[config.mk]
export PLATFORM = sky130hd
export DESIGN_NAME = ptos_tx_scheduler_flat
export DESIGN_NICKNAME = d
export VERILOG_FILES = /design/src/rtl/ptos_pkg.sv /design/src/rtl/ptos_tx_scheduler_if.sv /design/src/rtl/ptos_rr_arbiter.sv /design/src/rtl/ptos_tx_scheduler.sv /design/src/flat_wrapper.sv
export SDC_FILE = /design/constraint.sdc
export NUM_CORES = 1
export LEC_CHECK = 0
export ABC_AREA = 0
export CAP_MARGIN = 20
export CELL_PAD_IN_SITES_DETAIL_PLACEMENT = 0
export CELL_PAD_IN_SITES_GLOBAL_PLACEMENT = 1
export CORE_UTILIZATION = 34
export DETAILED_ROUTE_END_ITERATION = 10
export MAX_ROUTING_LAYER = met4
export PLACE_DENSITY = 0.94
export SYNTH_ARGS = -nofsm -noshare
export SYNTH_HDL_FRONTEND = slang
export SYNTH_HIERARCHICAL = 1
export SYNTH_SLANG_ARGS = --single-unit
[constraint.sdc]
create_clock -name clk32f -period 5.2 [get_ports clk32f]
set_clock_uncertainty 0.1 [all_clocks]
set_input_delay 0.52 -clock clk32f [delete_from_list [all_inputs] [get_ports clk32f]]
set_output_delay 0.52 -clock clk32f [all_outputs]
set_load 0.05 [all_outputs]
[src/rtl/ptos_pkg.sv]
// Shared types and constants for the PTOS transmit scheduler.
// Symbol width, idle symbol and scheduler state encoding.
package ptos_pkg;

  localparam int SYM_BITS = 8;
  localparam logic [SYM_BITS-1:0] COM_SYMBOL = 8'hBC;

  typedef enum logic {
    TRAIN  = 1'b0,
    ACTIVE = 1'b1
  } state_e;

  function automatic int cnt_w(int n);
    return (n > 1) ? $clog2(n) : 1;
  endfunction

endpackage

[src/rtl/ptos_tx_scheduler_if.sv]
// Requester-side and serializer-side bundle of the scheduler.
// master: requester/serializer agent, slave: the scheduler.
interface ptos_tx_scheduler_if
  import ptos_pkg::*;
#(
  parameter int NUM_REQ = 4
);
  localparam int IDW = cnt_w(NUM_REQ);

  logic [NUM_REQ-1:0]          req_valid;
  logic [SYM_BITS*NUM_REQ-1:0] req_data;
  logic [NUM_REQ-1:0]          req_ready;
  logic [SYM_BITS-1:0]         ser_in;
  logic                        ser_in_valid;
  logic [IDW-1:0]              grant_id;
  logic                        byte_strobe;
  logic                        trained;

  modport master (
    output req_valid, req_data,
    input  req_ready, ser_in, ser_in_valid,
    input  grant_id, byte_strobe, trained
  );

  modport slave (
    input  req_valid, req_data,
    output req_ready, ser_in, ser_in_valid,
    output grant_id, byte_strobe, trained
  );

endinterface

[src/rtl/ptos_rr_arbiter.sv]
// Rotating-priority pick: first valid request at or after ptr_i.
// The owner is masked out at its burst limit when others wait.
module ptos_rr_arbiter
  import ptos_pkg::*;
#(
  parameter int N   = 4,
  parameter int IDW = cnt_w(N)
) (
  input  logic [N-1:0]   req_i,
  input  logic [IDW-1:0] ptr_i,
  input  logic [IDW-1:0] owner_i,
  input  logic           limit_i,
  output logic [IDW-1:0] win_o,
  output logic           found_o
);

  logic [N-1:0] own_oh;
  logic [N-1:0] others;
  logic [N-1:0] mask;

  always_comb begin
    own_oh  = N'(1) << owner_i;
    others  = req_i & ~own_oh;
    mask    = (limit_i && |others) ? others : req_i;
    win_o   = '0;
    found_o = 1'b0;
    // Walk downward so the lowest offset from ptr_i wins.
    for (int k = N - 1; k >= 0; k--) begin
      if (mask[(int'(ptr_i) + k) % N]) begin
        win_o   = IDW'((int'(ptr_i) + k) % N);
        found_o = 1'b1;
      end
    end
  end

endmodule

[src/rtl/ptos_tx_scheduler.sv]
// Round-robin byte scheduler feeding one parallel-to-serial unit.
// Trains with idle windows after reset, then grants per window.
module ptos_tx_scheduler
  import ptos_pkg::*;
#(
  parameter int NUM_REQ       = 4,
  parameter int TRAIN_WINDOWS = 4,
  parameter int BURST_MAX     = 4
) (
  input logic                clk32f,
  input logic                reset,
  ptos_tx_scheduler_if.slave bus
);

  localparam int IDW = cnt_w(NUM_REQ);
  localparam int TCW = cnt_w(TRAIN_WINDOWS);
  localparam int BCW = cnt_w(BURST_MAX);
  localparam logic [TCW-1:0] T_LAST  = TCW'(TRAIN_WINDOWS - 1);
  localparam logic [BCW-1:0] B_LAST  = BCW'(BURST_MAX - 1);
  localparam logic [IDW-1:0] ID_LAST = IDW'(NUM_REQ - 1);

  state_e              state_q;
  logic [2:0]          bit_cnt_q;
  logic [TCW-1:0]      train_cnt_q;
  logic [IDW-1:0]      rr_ptr_q;
  logic [BCW-1:0]      burst_cnt_q;
  logic [SYM_BITS-1:0] ser_in_q;
  logic                ser_vld_q;
  logic [IDW-1:0]      grant_q;
  logic                trained_q;

  logic                decide;
  logic                limit;
  logic                found;
  logic                same;
  logic [IDW-1:0]      win;
  logic [IDW-1:0]      ptr_d;
  logic [BCW-1:0]      burst_d;
  logic [SYM_BITS-1:0] sel_data;

  assign decide = (bit_cnt_q == 3'd7);
  assign limit  = ser_vld_q && (burst_cnt_q == B_LAST);

  ptos_rr_arbiter #(
    .N   (NUM_REQ),
    .IDW (IDW)
  ) u_arb (
    .req_i   (bus.req_valid),
    .ptr_i   (rr_ptr_q),
    .owner_i (grant_q),
    .limit_i (limit),
    .win_o   (win),
    .found_o (found)
  );

  always_comb begin
    same    = ser_vld_q && (win == grant_q);
    burst_d = '0;
    if (same)
      burst_d = (burst_cnt_q == B_LAST) ? B_LAST : burst_cnt_q + 1'b1;
    // A burst that just hit its limit hands priority to the next index.
    ptr_d = win;
    if (burst_d == B_LAST)
      ptr_d = (win == ID_LAST) ? '0 : win + 1'b1;
    sel_data = bus.req_data[SYM_BITS*int'(win) +: SYM_BITS];
    bus.req_ready = '0;
    if (decide && (state_q == ACTIVE) && found)
      bus.req_ready = NUM_REQ'(1) << win;
  end

  always_ff @(posedge clk32f) begin
    if (!reset) begin
      state_q     <= TRAIN;
      bit_cnt_q   <= '0;
      train_cnt_q <= '0;
      rr_ptr_q    <= '0;
      burst_cnt_q <= '0;
      ser_in_q    <= '0;
      ser_vld_q   <= 1'b0;
      grant_q     <= '0;
      trained_q   <= 1'b0;
    end else begin
      bit_cnt_q <= bit_cnt_q + 3'd1;
      if (decide) begin
        unique case (state_q)
          TRAIN: begin
            ser_in_q    <= '0;
            ser_vld_q   <= 1'b0;
            train_cnt_q <= train_cnt_q + 1'b1;
            if (train_cnt_q == T_LAST) begin
              state_q   <= ACTIVE;
              trained_q <= 1'b1;
            end
          end
          ACTIVE: begin
            if (found) begin
              ser_in_q    <= sel_data;
              ser_vld_q   <= 1'b1;
              grant_q     <= win;
              burst_cnt_q <= burst_d;
              rr_ptr_q    <= ptr_d;
            end else begin
              ser_in_q    <= '0;
              ser_vld_q   <= 1'b0;
              burst_cnt_q <= '0;
            end
          end
        endcase
      end
    end
  end

  assign bus.ser_in       = ser_in_q;
  assign bus.ser_in_valid = ser_vld_q;
  assign bus.grant_id     = grant_q;
  assign bus.byte_strobe  = decide;
  assign bus.trained      = trained_q;

endmodule

[src/flat_wrapper.sv]
// flat-port wrapper written by rule: the top's interface ports become plain ports
module ptos_tx_scheduler_flat import ptos_pkg::*;
#(
  parameter int NUM_REQ       = 4,
  parameter int TRAIN_WINDOWS = 4,
  parameter int BURST_MAX     = 4
)
  (clk32f, reset, bus_req_valid, bus_req_data, bus_req_ready, bus_ser_in, bus_ser_in_valid, bus_grant_id, bus_byte_strobe, bus_trained);
  ptos_tx_scheduler_if #(.NUM_REQ(NUM_REQ)) bus_i ();
  input logic clk32f;
  input logic reset;
  input wire logic [$bits(bus_i.req_valid)-1:0] bus_req_valid;
  input wire logic [$bits(bus_i.req_data)-1:0] bus_req_data;
  output wire logic [$bits(bus_i.req_ready)-1:0] bus_req_ready;
  output wire logic [$bits(bus_i.ser_in)-1:0] bus_ser_in;
  output wire logic [$bits(bus_i.ser_in_valid)-1:0] bus_ser_in_valid;
  output wire logic [$bits(bus_i.grant_id)-1:0] bus_grant_id;
  output wire logic [$bits(bus_i.byte_strobe)-1:0] bus_byte_strobe;
  output wire logic [$bits(bus_i.trained)-1:0] bus_trained;
  assign bus_i.req_valid = bus_req_valid;
  assign bus_i.req_data = bus_req_data;
  assign bus_req_ready = bus_i.req_ready;
  assign bus_ser_in = bus_i.ser_in;
  assign bus_ser_in_valid = bus_i.ser_in_valid;
  assign bus_grant_id = bus_i.grant_id;
  assign bus_byte_strobe = bus_i.byte_strobe;
  assign bus_trained = bus_i.trained;
  ptos_tx_scheduler #(.NUM_REQ(NUM_REQ), .TRAIN_WINDOWS(TRAIN_WINDOWS), .BURST_MAX(BURST_MAX)) u_core (.clk32f(clk32f), .reset(reset), .bus(bus_i));
endmodule
After elaboration in Yosys (flattened, before gate mapping)
Index checks and enable logic that the tools add are counted.
- bits in registers: 22
- output and inout bits: 17
- reductions and logical operators: 13
- shift-type cells: 3
- mux-type cells: 32
- equal/unequal tests: 6
- $add $sub $neg: 7
- bitwise logic cells: 6
- order comparisons: 4
- operators by type and width (operator ; count):
    $shiftx 32x6->8 ; 1
    $mux 2 ; 9
    $pmux 8 s2 ; 1
    $mux 1 ; 14
    $lt 3x4->1 const B ; 3
    $add 2x1->2 const B ; 4
    $bmux 1 s2 ; 4
    $eq 2x2->1 const B ; 4
    $mux 4 ; 2
    $mux 8 ; 1
    $shl 1x2->4 const A ; 2
    $reduce_and 3->1 ; 2
    $reduce_or 2->1 ; 3
    $logic_and 1x1->1 ; 5
    $add 2x2->2 const B ; 2
    $and 4x4->4 ; 1
    $not 4->4 ; 1
    $reduce_and 2->1 ; 2
    $reduce_or 4->1 ; 1
    $add 3x1->3 const B ; 1
    $and 1x1->1 const A ; 3
    $eq 3x3->1 const B ; 1
    $lt 2x3->1 const B ; 1
    $eq 2x2->1 ; 1
    2 further kinds ; 2

Longest topological paths before layout
- word-level depth: 18
- depth in mapped cells: 10
- depth with buffers taken out: 9

Hierarchy
Netlist, hierarchy kept.
- by module, submodules not included (module ; times used ; cells an instance ; area each (µm²)):
    ptos_tx_scheduler ; 1 ; 115 ; 1208.7
    ptos_rr_arbiter ; 1 ; 27 ; 187.7

Worst setup path before layout
OpenSTA, ideal clock, no wires.
- path type: reg2out
- start: reg u_core.ser_vld_q (netlist: u_core/bus.ser_in_valid)
- end: out bus_req_ready[1]
- path slack: 1.760 ns
- data arrival time: 2.820 ns
- buffers on the path: 1
- stages on the path, launching flop included: 10
- data required time: 4.580 ns
- path through: dfxtp_1 > and3_1 > or3b_4 > o21ai_2 > o21ai_1 > a311oi_1 > buf_2 > inv_1 > ha_1 > and2_1
- cells in the longest elaborated chain, start to end: 12
- ends and longest elaborated chain (what ; RTL line ; source):
    from (decl) ; ptos_tx_scheduler.sv:28 ; logic ser_vld_q;
    from (signal assigned) ; ptos_tx_scheduler.sv:79 ; ser_vld_q <= 1'b0;
    from (signal assigned) ; ptos_tx_scheduler.sv:88 ; ser_vld_q <= 1'b0;
    from (signal assigned) ; ptos_tx_scheduler.sv:98 ; ser_vld_q <= 1'b1;
    $logic_and 1x1->1 * ; ptos_tx_scheduler.sv:42 ; assign limit = ser_vld_q && (burst_cnt_q == B_LAST);
    named net u_core.limit ; ptos_tx_scheduler.sv:33 ; logic limit;
    $logic_and 1x1->1 * ; ptos_rr_arbiter.sv:24 ; mask = (limit_i && |others) ? others : req_i;
    $mux 4 * ; ptos_rr_arbiter.sv:24 ;
    $bmux 1 s2 ; ptos_rr_arbiter.sv:29 ; if (mask[(int'(ptr_i) + k) % N]) begin
    $mux 1 (implied by the code) (2 in series) ; ptos_rr_arbiter.sv:29 ;
    $mux 2 (3 in series) ; ptos_rr_arbiter.sv:29 ;
    $mux 2 * ; ptos_rr_arbiter.sv:29 ;
    named net u_core.win[1] ; ptos_tx_scheduler.sv:36 ; logic [IDW-1:0] win;
    $shl 1x2->4 * ; ptos_tx_scheduler.sv:68 ; bus.req_ready = NUM_REQ'(1) << win;
    $mux 4 * ; ptos_tx_scheduler.sv:67 ; if (decide && (state_q == ACTIVE) && found)
    to (decl) ; flat_wrapper.sv:14 ; output wire logic [$bits(bus_i.req_ready)-1:0] bus_req_ready;
The timed path passes the listed nets; every way through them passes the cells marked *. The select of a mux whose other input is x is not followed.

Final worst setup path
- start: in bus_req_valid[0]
- end: out bus_req_ready[1]
- cells in the longest elaborated chain, start to end: 13
- ends and longest elaborated chain (what ; RTL line ; source):
    from (decl) ; flat_wrapper.sv:12 ; input wire logic [$bits(bus_i.req_valid)-1:0] bus_req_valid;
    $and 4x4->4 ; ptos_rr_arbiter.sv:23 ; others = req_i & ~own_oh;
    $reduce_or 4->1 ; ptos_rr_arbiter.sv:24 ;
    $logic_and 1x1->1 ; ptos_rr_arbiter.sv:24 ;
    $mux 4 * ; ptos_rr_arbiter.sv:24 ;
    $bmux 1 s2 ; ptos_rr_arbiter.sv:29 ;
    $mux 1 (implied by the code) (2 in series) ; ptos_rr_arbiter.sv:29 ;
    $mux 2 (3 in series) ; ptos_rr_arbiter.sv:29 ;
    $mux 2 * ; ptos_rr_arbiter.sv:29 ;
    named net u_core.win[0] ; ptos_tx_scheduler.sv:36 ;
    $shl 1x2->4 * ; ptos_tx_scheduler.sv:68 ;
    $mux 4 * ; ptos_tx_scheduler.sv:67 ;
Marked as above.

==> impl_metrics.py <==
metrics = {
    "global_routing": {
        "antenna_found_initial": 0,
        "globalRouteTotalUtil_pct": 15.59,
        "grt_max_degree": 24,
        "grt_pass1_wl_mm": 5.202,
        "overflow": 0,
        "grt_pass1_vias": 1138,
    },
    "worst_setup_path": {
        "arrival_ns": 3.49,
        "worst_r2r_endpoint": "u_core/bus.ser_in[0]$_SDFFE_PN0N_",
        "reg2regPathDepth": 9,
        "worstSetupPathType": "in -> out",
        "r2r-start": "u_core/bus.ser_in_valid$_SDFFE_PN0N_",
        "crit_slowest_cell": "clkdlybuf4s50_1",
        "required_ns": 4.58,
        "endpoint_kind": "output port",
        "r2r_setup_slack_ns": 2.13,
        "crit_path_max_incr_delay_ns": 0.79,
        "start_kind": "input port",
        "crit_chain": "clkdlybuf4s50_1, nor3_1, o311ai_0, a21oi_1, nor3_2, buf_4, ha_1, and2_1, clkdlybuf4s50_1",
        "crit_path_frequent_cell": "clkdlybuf4s50_1",
        "cp_max_fo": 10,
    },
    "min_path": {
        "holdCritStartpoint": "u_core/bit_cnt_q[0]$_SDFF_PN0_",
        "hold_depth": 1,
        "hold_end": "u_core/bit_cnt_q[0]$_SDFF_PN0_",
        "hold_class": "reg -> reg",
    },
    "clock_tree": {
        "cts.clk_slew.worst_paths_ns": 0.08,
        "cts_sinks": 22,
        "post_cts_buffers": 0,
        "clkLatencyLatePin_ns": 0.26,
        "cts_max_level": 1,
        "clock-root-buffer": "clkbuf_8",
        "cts_inserted_buffers": 3,
        "cts_resized": 0,
        "cts_tree": "done",
        "clk_path_buf_depth": 2,
        "hold_buffers": 0,
    },
    "final_layout": {
        "multi_input_area_um2": 903.4,
        "nets": 242,
        "diodes": 0,
        "drive_gt1_share_pct": 10.20,
        "area_growth_pct": 47.04,
        "register_area_um2": 440.4,
        "fill_cells": 365,
    },
    "run": {
        "maxCapViolCount": 0,
    },
    "sta": {
        "hold_violations": 0,
        "final_max_slew_viol_count": 0,
        "finalCritPeriodShare_pct": 79.02,
        "max_freq_ghz": 0.2434,
        "setup_violations": 0,
        "relSlewSlack_pct": 53.09,
        "tns_ns": 0,
        "period_needed_ns": 4.109,
        "tightest_slew_ns": 0.7036,
        "fin_hold_ws_ns": 0.3372,
        "rsz0062_at_grt": "false",
    },
    "outcome": {
        "outcome": "finished, final reports clean",
    },
    "die": {
        "io_pins": 55,
        "initial_core_util_pct": 36.76,
        "dieWidth_um": 66.09,
        "fp.dieH_um": 66.09,
        "core_region_area_um2": 3799,
        "die_area_um2": 4367,
        "rows": 22,
    },
    "synth": {
        "netlist_area_um2": 1396,
        "ys_warn_count": 6,
        "syn_area_per_cell_um2": 9.833,
        "synth_cells": 142,
        "synth_fp_nets": 187,
        "yosys_register_bits": 22,
        "yosys.cell_types.count": 39,
        "ys_seq_area_share_pct": 31.54,
    },
    "pwr": {
        "p_leak_nw": 0.7490,
        "max-vdd-ir-drop_uv": 181.1,
        "power.total_w": 0.0003952,
        "power_density_nw_per_um2": 192.5,
    },
    "drt": {
        "vias_per_cell": 5.025,
        "drtPass1Iterations": 4,
        "drtIter0Drc": 33,
        "wl_mm": 3.215,
        "wire_per_inst_um": 13.18,
        "antenna_left": 0,
        "via_count": 1226,
        "route.detailed.drc": 0,
    },
    "placement": {
        "io_buffers": 54,
        "place_congestion": 0.7988,
        "dpl.hpwl_mm": 2.433,
    },
}
-- power breakdown --
| part | total (W) | switching, W | leakage (nW) | internal [W] |
|---|---|---|---|---|
| logic | 0.0000668 | 0.0000226 | 0.536 | 0.0000442 |
| clock network | 0.000157 | 0.0000547 | 0.0357 | 0.000103 |
| registers | 0.000171 | 0.000000806 | 0.178 | 0.000170 |
-- registers in the layout, summed over array words and instances (netlist names) --
register,count
u_core/bus.ser_in,8
u_core/bit_cnt_q,3
u_core/burst_cnt_q,2
u_core/bus.grant_id,2
u_core/rr_ptr_q,2
u_core/train_cnt_q,2
u_core/bus.ser_in_valid,1
u_core/bus.trained,1
u_core/state_q,1
-- worst max path at each step --
stage                                    startpoint               end  slack (ns)  cells past startpoint
6_report                           bus_req_valid[0]  bus_req_ready[1]        1.09                      9
3_5_place_dp                       bus_req_valid[0]  bus_req_ready[1]        1.07                      9
4_1_cts                            bus_req_valid[0]  bus_req_ready[1]        1.05                      9
2_1_floorplan  u_core/bus.ser_in_valid$_SDFFE_PN0N_  bus_req_ready[1]        1.76                      9
5_1_grt                            bus_req_valid[0]  bus_req_ready[3]        0.85                      8
3_3_place_gp                       bus_req_valid[0]  bus_req_ready[0]        1.05                      9
-- cell usage in the layout (no fill, tap or decap), types with 3 or more instances in the layout --
| master | synthesis | layout |
|---|---|---|
| a21oi_1 | 12 | 12 |
| a31oi_1 | 3 | 3 |
| and2_1 | 9 | 9 |
| and3_1 | 3 | 3 |
| buf_4 | 2 | 3 |
| clkbuf_8 | 0 | 3 |
| clkdlybuf4s50_1 | 0 | 54 |
| dfxtp_1 | 22 | 22 |
| ha_1 | 7 | 7 |
| inv_1 | 4 | 4 |
| mux2i_1 | 3 | 3 |
| mux4_2 | 6 | 6 |
| nand3_1 | 3 | 3 |
| nand4_1 | 4 | 4 |
| nor2b_1 | 25 | 25 |
| nor3_1 | 4 | 4 |
| o21ai_1 | 3 | 3 |
-- layer usage --
metal  part of all wire [%]  GRT usage, %  wire (um)
met1                     44         18.88       1429
met2                     49         26.40       1571
met3                    6.4         4.655        205
met4                   0.25         1.596          8
met5                      0             -          0
-- cells by family after synthesis --
kind of cell	count (synthesis)	share of synthesized area (%)
buf+inv	11	4.211
simple gates	55	24.28
compound gates	33	15.68
flops	22	31.54
fa+ha+maj	7	6.272
mux	11	15.59
xor+xnor	3	2.420
-- per-stage QoR --
stage / utilization [%] / cells / cell area (um2) / setup slack [ns]
after global placement: 52.17 / 240 / 1982 / 1.054
after detailed placement: 52.17 / 240 / 1982 / 1.070
after floorplan: - / 142 / 1396 / 1.760
after global routing: 54.05 / 244 / 2053 / 0.8545
final: 54.05 / 244 / 2053 / 1.091
after CTS: 54.05 / 244 / 2053 / 1.053
-- synth_stat cells, drive strengths merged --
master   n  area [um2]
o21a     2       15.01
nor3     5       30.03
or3b     1       11.26
a311oi   1       8.760
and3     3       18.77
dfxtp   22       440.4
nand2    2       7.510
nand4    4       25.02
nand3    3       15.01
o311ai   1       8.760
mux2i    3       30.03
nand3b   1       7.510
nor2b   25       156.4
nor3b    1       7.510
xnor2    2       25.03
o31ai    2       15.01
mux4     8       187.7
o211a    1       10.01
inv      4       15.01
clkbuf   2       7.510
buf      5       36.28
a21oi   12       60.06
a31o     2       17.52
ha       7       87.58
xor2     1       8.760
o211ai   2       15.01
and2     9       56.30
a31oi    3       18.77
nor2     1       3.750
o21ai    7       50.05
-- area by class of cell --
| type | count | share of cell area [%] |
|---|---|---|
| clock buffer | 3 | 2.011 |
| clock inverter | 1 | 1.463 |
| inverter | 4 | 0.7313 |
| multi-input combinational | 109 | 44.00 |
| sequential | 22 | 21.45 |
| tap | 48 | 2.925 |
| timing repair buffer | 57 | 27.42 |
-- critical path: cells and delay by family --
kind | cells | cell delay [ns]
compound gates | 2 | 0.48
fa+ha+maj | 1 | 0.16
buf+inv | 3 | 1.68
simple gates | 3 | 0.64
No activity file was read; power rests on OpenSTA's default activity.
